File: src/rtl/mvm_pkg.sv
// mvm_pkg: shared widths, bus bit positions and FSM states for the matrix-vector multiplier
package mvm_pkg;
   localparam int VEC_W      = 6;
   localparam int BUS_W      = 8;
   localparam int RES_W      = 8;
   localparam int STROBE_BIT = 0;
   localparam int VEC_LSB    = 2;
   typedef enum logic [1:0] {IDLE, WAIT, HOLD} state_e;
endpackage

File: src/rtl/mvm_vec_fifo.sv
// mvm_vec_fifo: operand queue; registered storage and pointers, head word presented directly
module mvm_vec_fifo #(
   parameter int W     = 6,
   parameter int DEPTH = 4
) (
   input  logic         clk,
   input  logic         rst_n,
   input  logic         push,
   input  logic [W-1:0] wr_data,
   input  logic         pop,
   output logic [W-1:0] rd_data,
   output logic         full,
   output logic         empty
);
   localparam int AW = $clog2(DEPTH);
   logic [AW:0]  wr_q, wr_d, rd_q, rd_d;
   logic [W-1:0] mem_q [DEPTH];
   logic         wr_en, rd_en;
   // extra pointer bit separates full from empty when the indices match
   assign full    = (wr_q ^ rd_q) == {1'b1, {AW{1'b0}}};
   assign empty   = wr_q == rd_q;
   assign wr_en   = push && !full;
   assign rd_en   = pop && !empty;
   assign rd_data = mem_q[rd_q[AW-1:0]];
   always_comb begin
      wr_d = wr_en ? wr_q + 1'b1 : wr_q;
      rd_d = rd_en ? rd_q + 1'b1 : rd_q;
   end
   always_ff @(posedge clk or negedge rst_n) begin
      if (!rst_n) begin
         wr_q <= '0;
         rd_q <= '0;
      end else begin
         wr_q <= wr_d;
         rd_q <= rd_d;
      end
   end
   always_ff @(posedge clk) begin
      if (wr_en) mem_q[wr_q[AW-1:0]] <= wr_data;
   end
endmodule

File: src/rtl/mvm_toggle_tx.sv
// mvm_toggle_tx: queues operand vectors, launches them on the toggle-strobe bus,
// waits a fixed settle time and returns the captured result with its operand.
module mvm_toggle_tx
   import mvm_pkg::*;
#(
   parameter int FIFO_DEPTH    = 4,
   parameter int SETTLE_CYCLES = 3
) (
   input  logic             clk,
   input  logic             rst_n,
   input  logic             in_valid,
   output logic             in_ready,
   input  logic [VEC_W-1:0] in_vec,
   output logic [BUS_W-1:0] bus_vec,
   input  logic [RES_W-1:0] bus_res,
   output logic             res_valid,
   input  logic             res_ready,
   output logic [RES_W-1:0] res_data,
   output logic [VEC_W-1:0] res_vec,
   output logic             busy
);
   localparam int CW = $clog2(SETTLE_CYCLES) + 1;
   state_e           state_q, state_d;
   logic [VEC_W-1:0] vec_q, vec_d, res_vec_q, res_vec_d, head;
   logic [RES_W-1:0] res_data_q, res_data_d;
   logic [CW-1:0]    cnt_q, cnt_d;
   logic             strobe_q, strobe_d, res_valid_q, res_valid_d;
   logic             fifo_full, fifo_empty, launch, capture, consume;
   mvm_vec_fifo #(.W(VEC_W), .DEPTH(FIFO_DEPTH)) u_fifo (
      .clk     (clk),
      .rst_n   (rst_n),
      .push    (in_valid),
      .wr_data (in_vec),
      .pop     (launch),
      .rd_data (head),
      .full    (fifo_full),
      .empty   (fifo_empty)
   );
   assign consume = state_q == HOLD && res_ready;
   assign launch  = !fifo_empty && (state_q == IDLE || consume);
   assign capture = state_q == WAIT && cnt_q == '0;
   always_comb begin
      state_d     = launch ? WAIT : capture ? HOLD : consume ? IDLE : state_q;
      vec_d       = launch ? head : vec_q;
      strobe_d    = strobe_q ^ launch;
      cnt_d       = launch ? CW'(SETTLE_CYCLES - 1) : (state_q == WAIT && cnt_q != '0) ? cnt_q - 1'b1 : cnt_q;
      res_valid_d = capture ? 1'b1 : consume ? 1'b0 : res_valid_q;
      res_data_d  = capture ? bus_res : res_data_q;
      res_vec_d   = capture ? vec_q : res_vec_q;
   end
   always_ff @(posedge clk or negedge rst_n) begin
      if (!rst_n) begin
         state_q     <= IDLE;
         vec_q       <= '0;
         strobe_q    <= 1'b0;
         cnt_q       <= '0;
         res_valid_q <= 1'b0;
         res_data_q  <= '0;
         res_vec_q   <= '0;
      end else begin
         state_q     <= state_d;
         vec_q       <= vec_d;
         strobe_q    <= strobe_d;
         cnt_q       <= cnt_d;
         res_valid_q <= res_valid_d;
         res_data_q  <= res_data_d;
         res_vec_q   <= res_vec_d;
      end
   end
   always_comb begin
      bus_vec                       = '0;
      bus_vec[VEC_LSB +: VEC_W]     = vec_q;
      bus_vec[STROBE_BIT]           = strobe_q;
   end
   assign in_ready  = !fifo_full;
   assign res_valid = res_valid_q;
   assign res_data  = res_data_q;
   assign res_vec   = res_vec_q;
   assign busy      = state_q != IDLE || !fifo_empty;
endmodule

File: config.mk
export PLATFORM = sky130hd
export DESIGN_NAME = mvm_toggle_tx
export DESIGN_NICKNAME = d
export VERILOG_FILES = /design/src/rtl/mvm_pkg.sv /design/src/rtl/mvm_vec_fifo.sv /design/src/rtl/mvm_toggle_tx.sv
export SDC_FILE = /design/constraint.sdc
export NUM_CORES = 1
export LEC_CHECK = 0
export ABC_CLOCK_PERIOD_IN_PS = 5100
export BUFFER_PORTS_ARGS = -buffer_cell sky130_fd_sc_hd__buf_2
export CAP_MARGIN = 0
export CORE_MARGIN = 8
export CORE_UTILIZATION = 50
export DETAILED_ROUTE_END_ITERATION = 12
export GPL_TIMING_DRIVEN = 0
export PLACE_DENSITY = 0.74
export SKIP_LAST_GASP = 1
export SLEW_MARGIN = 40
export SYNTH_ARGS = -nofsm -noshare
export SYNTH_HDL_FRONTEND = slang
export SYNTH_SLANG_ARGS = --single-unit
File: constraint.sdc
create_clock -name clk -period 5.1 [get_ports clk]
set_input_delay 0.51 -clock clk [delete_from_list [all_inputs] [get_ports clk]]
set_output_delay 0.51 -clock clk [all_outputs]
set_load 0.02 [all_outputs]
# After elaboration in Yosys (flattened, before gate mapping)
# Memory sizes are Yosys's and may differ from the RTL's. A register that Yosys moved wholly into a read port is not among the register bits.
# Index checks and enable logic that the tools add are counted.
[classes] n_addsub=3 eq_ne=4 mux=9 bitwise_logic=2 reduce_logical=18
[op_table] op="adder 3 x 1 -> 3 bit (second input constant)" count=2
[op_table] op="logical AND 1 bit" count=6
[op_table] op="2-to-1 mux 2 bit" count=3
[op_table] op="2-to-1 mux 3 bit" count=2
[op_table] op="nonzero test 2 bit" count=3
[op_table] op="nonzero test 3 bit" count=2
[op_table] op="2-to-1 mux 1 bit" count=4
[op_table] op="== test 3 bit" count=1
[op_table] op="== test 3 bit (second input constant)" count=1
[op_table] op="logical NOT 1 bit" count=3
[op_table] op="logical NOT 3 bit" count=1
[op_table] op="subtractor 3 x 1 -> 3 bit (second input constant)" count=1
[op_table] op="bitwise XOR 3 bit" count=1
[op_table] op="== test 2 x 1 -> 1 bit (second input constant)" count=1
[op_table] op="== test 2 bit (second input constant)" count=1
[op_table] op="logical NOT 2 bit" count=1
[op_table] op="logical OR 1 bit" count=2
[op_table] op="bitwise XOR 1 bit" count=1
[word_totals] regBits=27 mem_bits_rw=24 in_bits=18 output_inout_bits=25 elab_cells=45 memories=1
[mem_list] name="u_fifo.mem_q" words=4 word_bits=6 read_ports=1 rd_ports_with_merged_regs=1 write_ports=1 line="mvm_vec_fifo.sv:17" text="logic [W-1:0] mem_q [DEPTH];"

# Longest topological paths before layout
[logic_depth] word_depth=6 depth_mapped=8 mapped_depth_nobuf=6

# Modules after synthesis
# A second synthesis with hierarchy kept.
[unflattened] cells_unflattened=161 hier_area_um2=2513.7
[by_module_without_submodules] module="mvm_vec_fifo" n_inst=1 cells_per_inst=80 area_per_inst_um2=1388.8 seq_area_each_um2=870.8
[by_module_without_submodules] module="mvm_toggle_tx" n_inst=1 cells_per_inst=81 area_per_inst_um2=1124.8 seq_area_each_um2=675.6

# Least setup slack after synthesis
# No wires, ideal clock.
[synth_timing] kind="register to register" startpoint="register u_fifo.rd_q[2]" endpoint="memory u_fifo.mem_q[3][0] (enable)" setup_ps=328 arrival_time_ps=1377 required_ps=4772 setup_slack_ps=3395 path_stages_with_launch=4 n_path_buf=0 period_less_slack_ps=1705 cell_sequence="dfrtp_1 > xnor2_1 > nand3b_1 > and3_1"
[synth_between] elab_chain_cells=6
[synth_rtl] item="start, declared" line="mvm_vec_fifo.sv:16" text="logic [AW:0] wr_q, wr_d, rd_q, rd_d;"
[synth_rtl] item="start signal, assigned" line="mvm_vec_fifo.sv:35" text="rd_q <= rd_d;"
[synth_rtl] item="bitwise XOR 3 bit" line="mvm_vec_fifo.sv:20" text="assign full = (wr_q ^ rd_q) == {1'b1, {AW{1'b0}}};"
[synth_rtl] item="== test 3 bit" line="mvm_vec_fifo.sv:20"
[synth_rtl] item="logical NOT 1 bit"
[synth_rtl] item="named net in_ready" line="mvm_toggle_tx.sv:12" text="output logic in_ready,"
[synth_rtl] item="logical AND 1 bit" line="mvm_vec_fifo.sv:22" text="assign wr_en = push && !full;"
[synth_rtl] item="2-to-1 mux 1 bit" line="mvm_vec_fifo.sv:39" text="if (wr_en) mem_q[wr_q[AW-1:0]] <= wr_data;"
[synth_rtl] item="2-to-1 mux 1 bit (not written as such)" line="mvm_vec_fifo.sv:39"
[synth_rtl] item="end, declared" line="mvm_vec_fifo.sv:17"
# The timed path passes the listed nets, and every way through them passes these cells.

# Final worst setup path
[layout_timing] startpoint="register u_fifo.rd_q[0]" endpoint="output port in_ready"
[layout_between] elab_chain_cells=3
[layout_rtl] item="bitwise XOR 3 bit" line="mvm_vec_fifo.sv:20"
[layout_rtl] item="== test 3 bit" line="mvm_vec_fifo.sv:20"
[layout_rtl] item="logical NOT 1 bit" line="mvm_toggle_tx.sv:75" text="assign in_ready = !fifo_full;"
[layout_rtl] item="end, declared" line="mvm_toggle_tx.sv:12"
# No other way between the ends.

==> run_results.csv <==
group,metric,value,unit
layout,post-route-util,62.0,%
drt,drt_iter0_drc,55,
clock_network,cts_made_buffers,9,
pwr,swShare,24.1,%
synthesis,yosys_warnings,0,
setup_path,timing.rr.end,"u_fifo.rd_q[1]",
pwr,p_leak,1.35,nW
die,core_region_area,4690,µm²
synthesis,synth_area_per_cell,16.9,µm²
drt,dr.pass1.iters,4,
die,die_height,85.3,µm
clock_network,path_clk_slew,0.06,ns
sta,fin_crit_sh,40.8,%
synthesis,syn-num-nets,167,
pwr,pwr-share-seq,49.4,%
hold_path,hold_class,"in -> async",
synthesis,netlist_top_cells_count,"dfrtp_1 (33), edfxtp_1 (24), mux2_2 (19)",
setup_path,cp.required,4.59,ns
drt,wirelength,4.28,mm
drt,num_vias,1313,
setup_path,cpPeakStageDelay,0.40,ns
grt,grt.total_usage,12.6,%
drt,routedWlPerCell,16.9,µm
pwr,clock_power_share,38.7,%
placement,hpwl,3.16,mm
sta,hold_viol,0,
grt,grt_antenna_before_repair,0,
synthesis,yosysTopAreaCell,"dfrtp_1",
synthesis,seq_area_frac_synth,64.4,%
pwr,power_density,391,nW/µm²
setup_path,end_kind,"primary output",
setup_path,crit_slowest_cell,"dfrtp_1",
clock_network,h-tree-depth,3,
setup_path,reg2reg_from,"u_fifo.rd_q[1]",
setup_path,crit_fanout,8,
synthesis,yosysUniqueCellTypes,28,
sta,grt_setup_unrepaired,"no",
placement,numPortBuffers,41,
die,die_area,7270,µm²
die,std_cell_rows,25,
clock_network,ctsHoldBuffers,0,
outcome,status,"complete, no violations",
pwr,irDropWorstVdd,0.000248,V
grt,overflow,0,
setup_path,arrival,1.57,ns
synthesis,synth_ff_type,"dfrtp_1",
drt,ant_nets,0,
sta,fin_setup_tns,0,ns
layout,final_nets,220,
drt,drc,0,
sta,max_clock_freq,481,MHz
sta,finalMaxSlewViolations,0,
clock_network,cts_setup_buffers,0,
synthesis,synth.most_common_cell,"dfrtp_1",
clock_network,cts_buffer_depth,2,
layout,fillCellCount,369,
sta,finalSetupViolCount,0,
layout,layout-drive-gt1-share,46.5,%
clock_network,cts_resized,0,
clock_network,clock-sinks,57,
job,drv_cap,0,
grt,grt_max_degree,34,
synthesis,async_flop_share,57.9,%
placement,gp_congestion,0.733,
setup_path,startpoint_type,"flip-flop",
sta,fin_worst_skew,0.00704,ns
die,io_pins,43,
grt,grt_pass1_wl,7.00,mm
synthesis,synthCells,142,
synthesis,netlist_area,2400,µm²
die,die_x,85.3,µm
sta,min_period,2.08,ns
grt,first_global_vias,1448,
layout,antennaDiodeCount,0,
clock_network,cts_root_buf,"clkbuf_8",
die,start_util,51.1,%
pwr,p_sw,0.000274,W
synthesis,synth.top_cell.area_share,34.4,%
clock_network,tritoncts,"done",
setup_path,cp_cell_sequence,"buf_6 -> xnor2_2 -> nand3b_1 -> buf_2",
synthesis,synth_enable_flop_cells,24,
synthesis,netlist_top_cells_area,"dfrtp_1 (34%), edfxtp_1 (30%), mux2_2 (8.9%), ha_1 (3.6%), mux4_1 (3.3%)",
setup_path,reg2reg_slack,3.28,ns
sta,hold-worst-slack,0.0638,ns
layout,syn_to_final_growth,21.2,%
pwr,internal_power,0.000863,W
synthesis,ys_ff_latch,57,
setup_path,crit_type,"reg -> out",
drt,viasPerCell,5.17,
setup_path,reg2regPathDepth,5,
pwr,pwr-share-comb,11.9,%
clock_network,worstSkewPairLatency,0.32,ns
[routing by layer]
metal | global-route usage (%) | routed length, µm | vias up
met2 | 21.5 | 2180 | 41
li1 | - | - | 611
met4 | 6.37 | 60 | 0
met5 | 0 | 0 | -
met3 | 4.25 | 287 | 8
met1 | 13.6 | 1760 | 653
[worst max-delay path by stage]
stage / from / to / slack [ns] / depth (start not counted)
2_1_floorplan: u_fifo.rd_q[2] / u_fifo.mem_q[3][0] / 3.39 / 3
3_3_place_gp: u_fifo.rd_q[1] / u_fifo.rd_q[1] / 3.30 / 5
3_5_place_dp: u_fifo.rd_q[1] / vec_q[1] / 3.28 / 5
4_1_cts: u_fifo.rd_q[0] / in_ready / 3.00 / 4
5_1_grt: u_fifo.rd_q[0] / in_ready / 2.92 / 4
6_report: u_fifo.rd_q[0] / in_ready / 3.02 / 4
[worst max-delay path, delay by kind of cell, from the launching register on]
kind / cells / cell delay, ns
flip-flops: 1 / 0.40
AND/OR/NAND/NOR: 1 / 0.23
XOR/XNOR: 1 / 0.25
buffers and inverters: 2 / 0.38
[logic make-up (layout without fill, tap and decap cells)]
| kind of cell | after synthesis | after routing | synth area share, % |
|---|---|---|---|
| muxes | 28 | 28 | 16.9 |
| AOI/OAI and AO/OA | 4 | 4 | 1.98 |
| and+or+nand+nor | 22 | 22 | 4.80 |
| adders and majority gates | 7 | 7 | 3.65 |
| xor gates and xnor gates | 10 | 10 | 4.59 |
| DFF | 57 | 57 | 64.4 |
| buffers and inverters | 13 | 71 | 3.49 |
| other | 1 | 1 | 0.156 |
[registers in the layout (all words and copies together) (netlist names)]
name / cells
res_valid: 1
res_vec: 6
u_fifo.wr_q: 3
strobe_q: 1
state_q: 2
vec_q: 6
cnt_q: 3
res_data: 8
u_fifo.rd_q: 3
u_fifo.mem_q: 24
[cells in the final DEF (no fill, tap or decap), types with 2 or more instances in the layout]
cell       count
bufinv_16      2
ha_1           7
buf_2         42
and3_1         4
mux4_2         3
clkinv_2       2
buf_4          3
xor2_1         4
xnor2_1        3
nand2_1        5
nand2b_1       2
mux2_4         3
nor2_1         4
xnor2_2        3
buf_6          3
clkbuf_8       9
inv_1          6
dfrtp_1       33
nor2b_1        3
mux4_1         3
mux2_2        19
clkinv_1       2
edfxtp_1      24
[area by class of cell]
type / count / area (µm²) / share of cell area, %
Clock inverter: 7 / 85.1 / 2.92
Multi-Input combinational cell: 72 / 769 / 26.5
Inverter: 6 / 22.5 / 0.774
Timing Repair Buffer: 42 / 233 / 8.00
Buffer: 7 / 61.3 / 2.11
Tap cell: 54 / 67.6 / 2.32
Sequential cell: 57 / 1550 / 53.2
Clock buffer: 9 / 124 / 4.26
[stage by stage]
step           worst slack (ns)  instances  area, µm²  power, W
3_5_place_dp               3.28        237       2670  0.000707
5_1_grt                    2.92        254       2910   0.00119
3_3_place_gp               3.30        237       2670  0.000693
4_1_cts                    3.00        253       2880   0.00115
6_report                   3.02        254       2910   0.00114
2_1_floorplan              3.39        142       2400  0.000658
[power groups by stage]
stage	clock, W	combinational [W]	sequential (W)
2_1_floorplan	0	0.0000954	0.000562
3_3_place_gp	0	0.000127	0.000565
3_5_place_dp	0	0.000136	0.000571
4_1_cts	0.000447	0.000137	0.000562
5_1_grt	0.000467	0.000153	0.000566
6_report	0.000440	0.000135	0.000562
No activity file was read; power rests on OpenSTA's default activity.
